**src/rtl/product_accumulator_if.sv**
```systemverilog
// Handshake bundle between a product source, the accumulator and the sum consumer.
// Parameters must match the product_accumulator instance it is connected to.
interface product_accumulator_if #(
  parameter int PW = 8,
  parameter int AW = 12,
  parameter int CW = 4
);
  logic          start;
  logic [CW-1:0] len;
  logic [PW-1:0] p_in;
  logic          p_valid;
  logic          p_ready;
  logic [AW-1:0] sum_out;
  logic          sum_valid;
  logic          sum_ready;
  logic          busy;
  logic          ovf;

  modport master (
    output start, len, p_in, p_valid, sum_ready,
    input  p_ready, sum_out, sum_valid, busy, ovf
  );

  modport slave (
    input  start, len, p_in, p_valid, sum_ready,
    output p_ready, sum_out, sum_valid, busy, ovf
  );
endinterface

```
**src/rtl/product_accumulator.sv**
```systemverilog
// Sums a burst of LEN unsigned products and hands the total downstream.
// Build option: define PRODUCT_ACC_SAT_EN to clamp on overflow instead of wrapping.
module product_accumulator #(
  parameter int PW = 8,
  parameter int AW = 12,
  parameter int CW = 4
) (
  input  logic                 clk,
  input  logic                 rst,
  product_accumulator_if.slave bus
);
  typedef enum logic [1:0] {IDLE, ACCUM, DONE} state_t;

  state_t        state, nxt;
  logic [AW-1:0] acc;
  logic [AW-1:0] acc_nxt;
  logic [CW-1:0] cnt;
  logic          ovf_r;
  logic          xfer;
  logic [AW:0]   sum_ext;

  assign xfer    = (state == ACCUM) && bus.p_valid;
  // One spare bit catches the carry-out that drives ovf.
  assign sum_ext = {1'b0, acc} + {{(AW+1-PW){1'b0}}, bus.p_in};

`ifdef PRODUCT_ACC_SAT_EN
  assign acc_nxt = sum_ext[AW] ? {AW{1'b1}} : sum_ext[AW-1:0];
`else
  assign acc_nxt = sum_ext[AW-1:0];
`endif

  always_ff @(posedge clk or posedge rst) begin
    if (rst) state <= IDLE;
    else     state <= nxt;
  end

  always_comb begin
    nxt = state;
    case (state)
      IDLE:    if (bus.start) nxt = (bus.len != '0) ? ACCUM : DONE;
      ACCUM:   if (xfer && cnt == CW'(1)) nxt = DONE;
      DONE:    if (bus.sum_ready) nxt = IDLE;
      default: nxt = IDLE;
    endcase
  end

  always_comb begin
    bus.p_ready   = (state == ACCUM);
    bus.sum_valid = (state == DONE);
    bus.busy      = (state != IDLE);
    bus.sum_out   = acc;
    bus.ovf       = ovf_r;
  end

  // acc only moves on a start or a transfer, so it is frozen while DONE waits.
  always_ff @(posedge clk or posedge rst) begin
    if (rst) begin
      acc   <= '0;
      cnt   <= '0;
      ovf_r <= 1'b0;
    end else if (state == IDLE && bus.start) begin
      acc   <= '0;
      cnt   <= bus.len;
      ovf_r <= 1'b0;
    end else if (xfer) begin
      acc   <= acc_nxt;
      cnt   <= cnt - CW'(1);
      ovf_r <= ovf_r | sum_ext[AW];
    end
  end
endmodule

```
**src/flat_wrapper.sv**
```systemverilog
// flat-port wrapper written by rule: the top's interface ports become plain ports
module product_accumulator_flat 
#(
  parameter int PW = 8,
  parameter int AW = 12,
  parameter int CW = 4
)
  (clk, rst, bus_start, bus_len, bus_p_in, bus_p_valid, bus_sum_ready, bus_p_ready, bus_sum_out, bus_sum_valid, bus_busy, bus_ovf);
  product_accumulator_if #(.PW(PW), .AW(AW), .CW(CW)) bus_i ();
  input  logic clk;
  input  logic rst;
  input wire logic [$bits(bus_i.start)-1:0] bus_start;
  input wire logic [$bits(bus_i.len)-1:0] bus_len;
  input wire logic [$bits(bus_i.p_in)-1:0] bus_p_in;
  input wire logic [$bits(bus_i.p_valid)-1:0] bus_p_valid;
  input wire logic [$bits(bus_i.sum_ready)-1:0] bus_sum_ready;
  output wire logic [$bits(bus_i.p_ready)-1:0] bus_p_ready;
  output wire logic [$bits(bus_i.sum_out)-1:0] bus_sum_out;
  output wire logic [$bits(bus_i.sum_valid)-1:0] bus_sum_valid;
  output wire logic [$bits(bus_i.busy)-1:0] bus_busy;
  output wire logic [$bits(bus_i.ovf)-1:0] bus_ovf;
  assign bus_i.start = bus_start;
  assign bus_i.len = bus_len;
  assign bus_i.p_in = bus_p_in;
  assign bus_i.p_valid = bus_p_valid;
  assign bus_i.sum_ready = bus_sum_ready;
  assign bus_p_ready = bus_i.p_ready;
  assign bus_sum_out = bus_i.sum_out;
  assign bus_sum_valid = bus_i.sum_valid;
  assign bus_busy = bus_i.busy;
  assign bus_ovf = bus_i.ovf;
  product_accumulator #(.PW(PW), .AW(AW), .CW(CW)) u_core (.clk(clk), .rst(rst), .bus(bus_i));
endmodule
```
**config.mk**
```make
export PLATFORM = sky130hd
export DESIGN_NAME = product_accumulator_flat
export DESIGN_NICKNAME = d
export VERILOG_FILES = /design/src/rtl/product_accumulator_if.sv /design/src/rtl/product_accumulator.sv /design/src/flat_wrapper.sv
export SDC_FILE = /design/constraint.sdc
export NUM_CORES = 1
export LEC_CHECK = 0
export BUFFER_PORTS_ARGS = -buffer_cell sky130_fd_sc_hd__buf_2
export CELL_PAD_IN_SITES_DETAIL_PLACEMENT = 1
export CELL_PAD_IN_SITES_GLOBAL_PLACEMENT = 1
export CORE_MARGIN = 2
export CORE_UTILIZATION = 41
export DETAILED_ROUTE_END_ITERATION = 12
export PLACE_DENSITY_LB_ADDON = 0.15
export SYNTH_ARGS = -nofsm -noshare
export SYNTH_HDL_FRONTEND = slang
export SYNTH_SLANG_ARGS = --single-unit
```
**constraint.sdc**
```tcl
create_clock -name clk -period 3.35 [get_ports clk]
set_input_delay 0.1675 -clock clk [delete_from_list [all_inputs] [get_ports clk]]
set_output_delay 0.1675 -clock clk [all_outputs]
set_load 0.01 [all_outputs]
```
Word-level counts from Yosys, hierarchy flattened
Cells that the tools add are included.
Widths: inputs -> output; s select.
- flip-flop bits (word level): 19
- add/subtract/negate cells: 2
- equality and inequality tests: 6
- mux-type cells: 11
- bitwise logic cells: 1
- reduce and logical (&&, ||, !) cells: 8
- operators by type and width (kind ; number):
    $mux 12 ; 2
    $add 12x8->13 ; 1
    $mux 2 ; 4
    $mux 4 ; 2
    $pmux 2 s3 ; 1
    $eq 4x1->1 const B ; 1
    $ne 2x2->1 const B ; 2
    $reduce_bool 2->1 ; 2
    $reduce_bool 4->1 ; 1
    $sub 4x1->4 const B ; 1
    $logic_and 1x1->1 ; 3
    $reduce_and 3->1 ; 1
    $eq 2x1->1 const B ; 1
    $eq 2x2->1 const B ; 1
    $logic_not 2->1 ; 1
    $mux 1 ; 2
    $ne 2x1->1 const B ; 1
    $or 1x1->1 ; 1

Logic depth before layout (Yosys ltp)
- word-level depth: 5
- mapped depth: 8
- gate-level depth less buffers: 8

Least setup slack after synthesis
Ideal clock, no wire load.
- kind: reg-to-reg
- start: register u_core.acc[0] (netlist: u_core.bus.sum_out[0])
- end: register u_core.acc[10] (netlist: u_core.bus.sum_out[10])
- setup time: 0.068 ns
- arrival: 1.910 ns
- required time: 3.282 ns
- setup slack: 1.371 ns
- cell stages (with the launch flop): 9
- path buffers: 0
- period minus slack after synthesis: 1.979 ns
- cell sequence: dfrtp_1 ha_1 inv_1 fa_1 inv_1 a21o_1 a221o_1 a311o_1 nand3_1
- word-level cells in the longest chain between the ends: 3
- ends and longest elaborated chain (element ; line ; RTL):
    start, declared ; product_accumulator.sv:15 ; logic [AW-1:0] acc;
    start signal, assigned ; product_accumulator.sv:66 ; acc <= acc_nxt;
    $add 12x8->13 ; product_accumulator.sv:24 ; assign sum_ext = {1'b0, acc} + {{(AW+1-PW){1'b0}}, bus.p_in};
    $mux 12 ; product_accumulator.sv:65 ; end else if (xfer) begin
    $mux 12 ; product_accumulator.sv:61 ; end else if (state == IDLE && bus.start) begin
Every way passes these cells. The select of a mux whose other input is x is not followed.
A chain may end at the register's enable or synchronous reset.

Worst setup path in the final report
- start: register u_core.acc[0] (netlist: u_core.bus.sum_out[0])
- end: register u_core.ovf_r (netlist: u_core.bus.ovf)
- word-level cells in the longest chain between the ends: 4
- ends and longest elaborated chain (element ; line ; RTL):
    $add 12x8->13 ; product_accumulator.sv:24 ;
    $or 1x1->1 ; product_accumulator.sv:68 ; ovf_r <= ovf_r | sum_ext[AW];
    $mux 1 ; product_accumulator.sv:65 ;
    $mux 1 ; product_accumulator.sv:61 ;
    end signal, assigned ; product_accumulator.sv:68 ;
    end, declared ; product_accumulator.sv:18 ; logic ovf_r;
Every way passes these cells. The select of a mux whose other input is x is not followed.

==> impl_results.md <==
- Status: complete, but fails checks
- Failing checks: negative hold slack
- Remaining antenna violation count after routing: 0
- Crit path required time: 3.52 ns
- Sequential area share after synthesis: 38.0%
- Worst setup margin: about 1.2 ns
- Hold WS: -0.00399 ns
- CP Class: flop to flop
- Synthesis Warnings: 0
- Die area: approximately 0.0035 sq mm
- Cell Int Power: 0.670 mW
- Setup Skew: ~0.0035 ns
- Synthesized area per cell: 9.07 sq um
- Leading cell types in the layout, fill and taps excluded: 32 x buf_2, 20 x nand2_1, 19 x dfrtp_1, 11 x inv_1
- Share of layout cells above drive strength 1: between 20% and 30%
- Clk pin slew, worst setup/hold paths: approximately 0.11 ns
- RSZ-0062 raised after global routing: false
- Mapped Cells: 138
- Placement Setup Slack: roughly 1.2 ns
- Final net count: 198
- Area of the multi-input gates: a little over 700 sq um
- Clock buffer depth: 2
- FF/Latch Area: roughly 480 sq um
- DRC: 0
- IO Port Bufs: 32
- Period Utilization, post-route: about 64%
- Post-synth EDFFs: 0
- Fin. max-slew vios: 0
- Net Sw Power: between 0.5 and 0.6 mW
- Peak VDD IR: 317 uV
- Placed cell area: roughly 0.0014 sq mm
- Worst-Margin Slew: about 0.79 ns
- CTS Buf Count: 3
- Post-synth cell types: 40
- Routed vias: 1,154
- P&R area growth vs syn: 16.6%
- Static Leak: a little under 0.8 nW
- GRT Residual Overflow: 0
- Die X: ~59 um
- CP startpoint kind: flop
- Routed WL: 3290 um
- Clock power frac: about 9.7%
- Hold Crit Class: input pin to async pin
- CTS sink count: 19
- Htree depth: 1
- Initial antenna violation count: 0
- Initial Utilization: 42.0%
- Yosys top cell by area: dfrtp_1
- Final Hold Fails: 19
- Switching Share: 46.4%
- GRT Overall Usage: around a fifth
- Clock root buffer: clkbuf_4
- Total core area: between 0.002 and 0.003 sq mm
- Num ports: 33
- Synth Flop Type: dfrtp_1
- Vias in the first global route: between 1k and 1.5k
- Final setup viols: 0
- Setup bufs post-CTS: 0
- Asr flop ratio synth: 100%
- DPL Wire Length: between 2000 and 2500 um
- Setup Total Neg Slack: 0 ns
- #FFs+latches synth: 19
- Routed vias/inst: roughly 5.7
- Mapped cell area: ~0.0013 sq mm
- CTS tree: yes
- Hold_buf cts: 0
- Number of diodes: 0
- Crit Path Max Fanout: 6
- RePlAce Congestion: 0.753
- Clock Latency Late Sink: 0.30 ns
- Iteration-0 DRC Markers: 16
- Net Count, Synth: 166
- Sequential power share: between 30% and 40%
- First-pass GRT wire length: between 5000 and 6000 um
- Max transition margin: a little under half
- WL/cell: between 15 and 20 um
- MaxCap Viol Count: 0
- Placement row count: 20
- Largest net degree at the start of global routing: 20
- Fin area: approximately 0.0015 sq mm
- CP Capture Type: flop
- Drt pass-1 iters: 4
- Filler cell count: 356
- Post-CTS sizing: 0
- Fmax achieved: 465 MHz
- WP data arrival: ~2.3 ns
- Synth area leaders: dfrtp_1 38%, ha_1 10%, nand2_1 6.0%
- Final core utilization: between 40% and 50%
- Die height: between 50 and 60 um
- Part of the power in combinational logic: approximately 57%
- Synth top area share: a little under two fifths
- Pwr dens: between 800 and 900 mW/mm^2
- Period minus WS final: between 2 and 2.5 ns
- Commonest non-fill, non-tap cell in the layout: buf_2
==> layer usage <==
| layer | track usage, % | vias up | part of all wire, % |
|---|---|---|---|
| met5 | 0 | - | 0 |
| met4 | 7.79 | 0 | 1.2 |
| met3 | 1.97 | 4 | 2.6 |
| met2 | 35.0 | 19 | 49 |
| met1 | 27.4 | 569 | 47 |
| li1 | - | 562 | - |
==> registers in the layout, summed over array words and instances, names as in the netlist <==
| signal | cells |
|---|---|
| u_core.cnt | 4 |
| u_core.bus.ovf | 1 |
| u_core.state | 2 |
| u_core.bus.sum_out | 12 |
==> Yosys cell counts, drive strengths merged, types with 2 or more instances <==
| cell | count |
|---|---|
| nand2 | 20 |
| dfrtp | 19 |
| inv | 11 |
| ha | 10 |
| o21ai | 10 |
| a21oi | 6 |
| nand3 | 6 |
| a21o | 4 |
| clkbuf | 4 |
| nor2 | 4 |
| nor3 | 4 |
| xor2 | 4 |
| a221o | 3 |
| a31oi | 3 |
| and3 | 3 |
| mux2i | 2 |
| nor3b | 2 |
| o22ai | 2 |
| xnor2 | 2 |
==> layout make-up <==
class | count | area share (%)
repair buffers | 32 | 11.0
well taps | 33 | 2.83
multi-input cells | 103 | 49.0
clock buffers | 4 | 1.80
inverters | 11 | 2.83
flip-flops and latches | 19 | 32.6
==> power groups by stage <==
stage	clock network, mW	logic (mW)	registers (mW)
final	0.122	0.709	0.420
after global routing	0.135	0.810	0.435
after CTS	0.131	0.716	0.420
after detailed placement	0	0.713	0.424
after global placement	0	0.684	0.417
after floorplan	0	0.489	0.423
==> logic make-up (layout without fill, tap and decap cells) <==
family / Yosys count / in the layout / synth area share (%)
AOI/OAI and AO/OA: 38 / 38 / 21.0
xor gates and xnor gates: 6 / 6 / 4.20
adders and majority gates: 11 / 11 / 11.6
buffers and inverters: 16 / 47 / 4.90
DFF: 19 / 19 / 38.0
muxes: 2 / 2 / 1.60
and+or+nand+nor: 46 / 46 / 18.7
==> through the flow <==
step / total power, mW / std cells
final: 1.25 / 202
after global routing: 1.38 / 202
after CTS: 1.27 / 202
after detailed placement: 1.14 / 198
after global placement: 1.10 / 198
after floorplan: 0.912 / 138
==> worst max-delay path, stage by stage (launching register included) <==
cell	delay, ns
dfrtp_1	0.43
ha_1	0.24
inv_1	0.09
fa_1	0.21
inv_1	0.05
a21o_1	0.18
a221o_1	0.43
a311oi_1	0.32
nor3_1	0.08
==> path summary, 6_finish.rpt <==
kind | from | to | slack (ns) | depth (start not counted)
worst max-delay path | u_core.bus.sum_out[0] | u_core.bus.ovf | 1.20 | 8
worst min-delay path | rst | u_core.bus.sum_out[1] | -0.004 | 2
worst max register to register | u_core.bus.sum_out[0] | u_core.bus.ovf | 1.20 | 8
worst min register to register | u_core.bus.sum_out[11] | u_core.bus.sum_out[11] | 0.52 | 1
max in group asynchronous | rst | u_core.bus.sum_out[9] | 2.87 | 2
min in group clk | bus_len[1] | u_core.cnt[1] | 0.11 | 3
(Power assumes the default switching activity.)
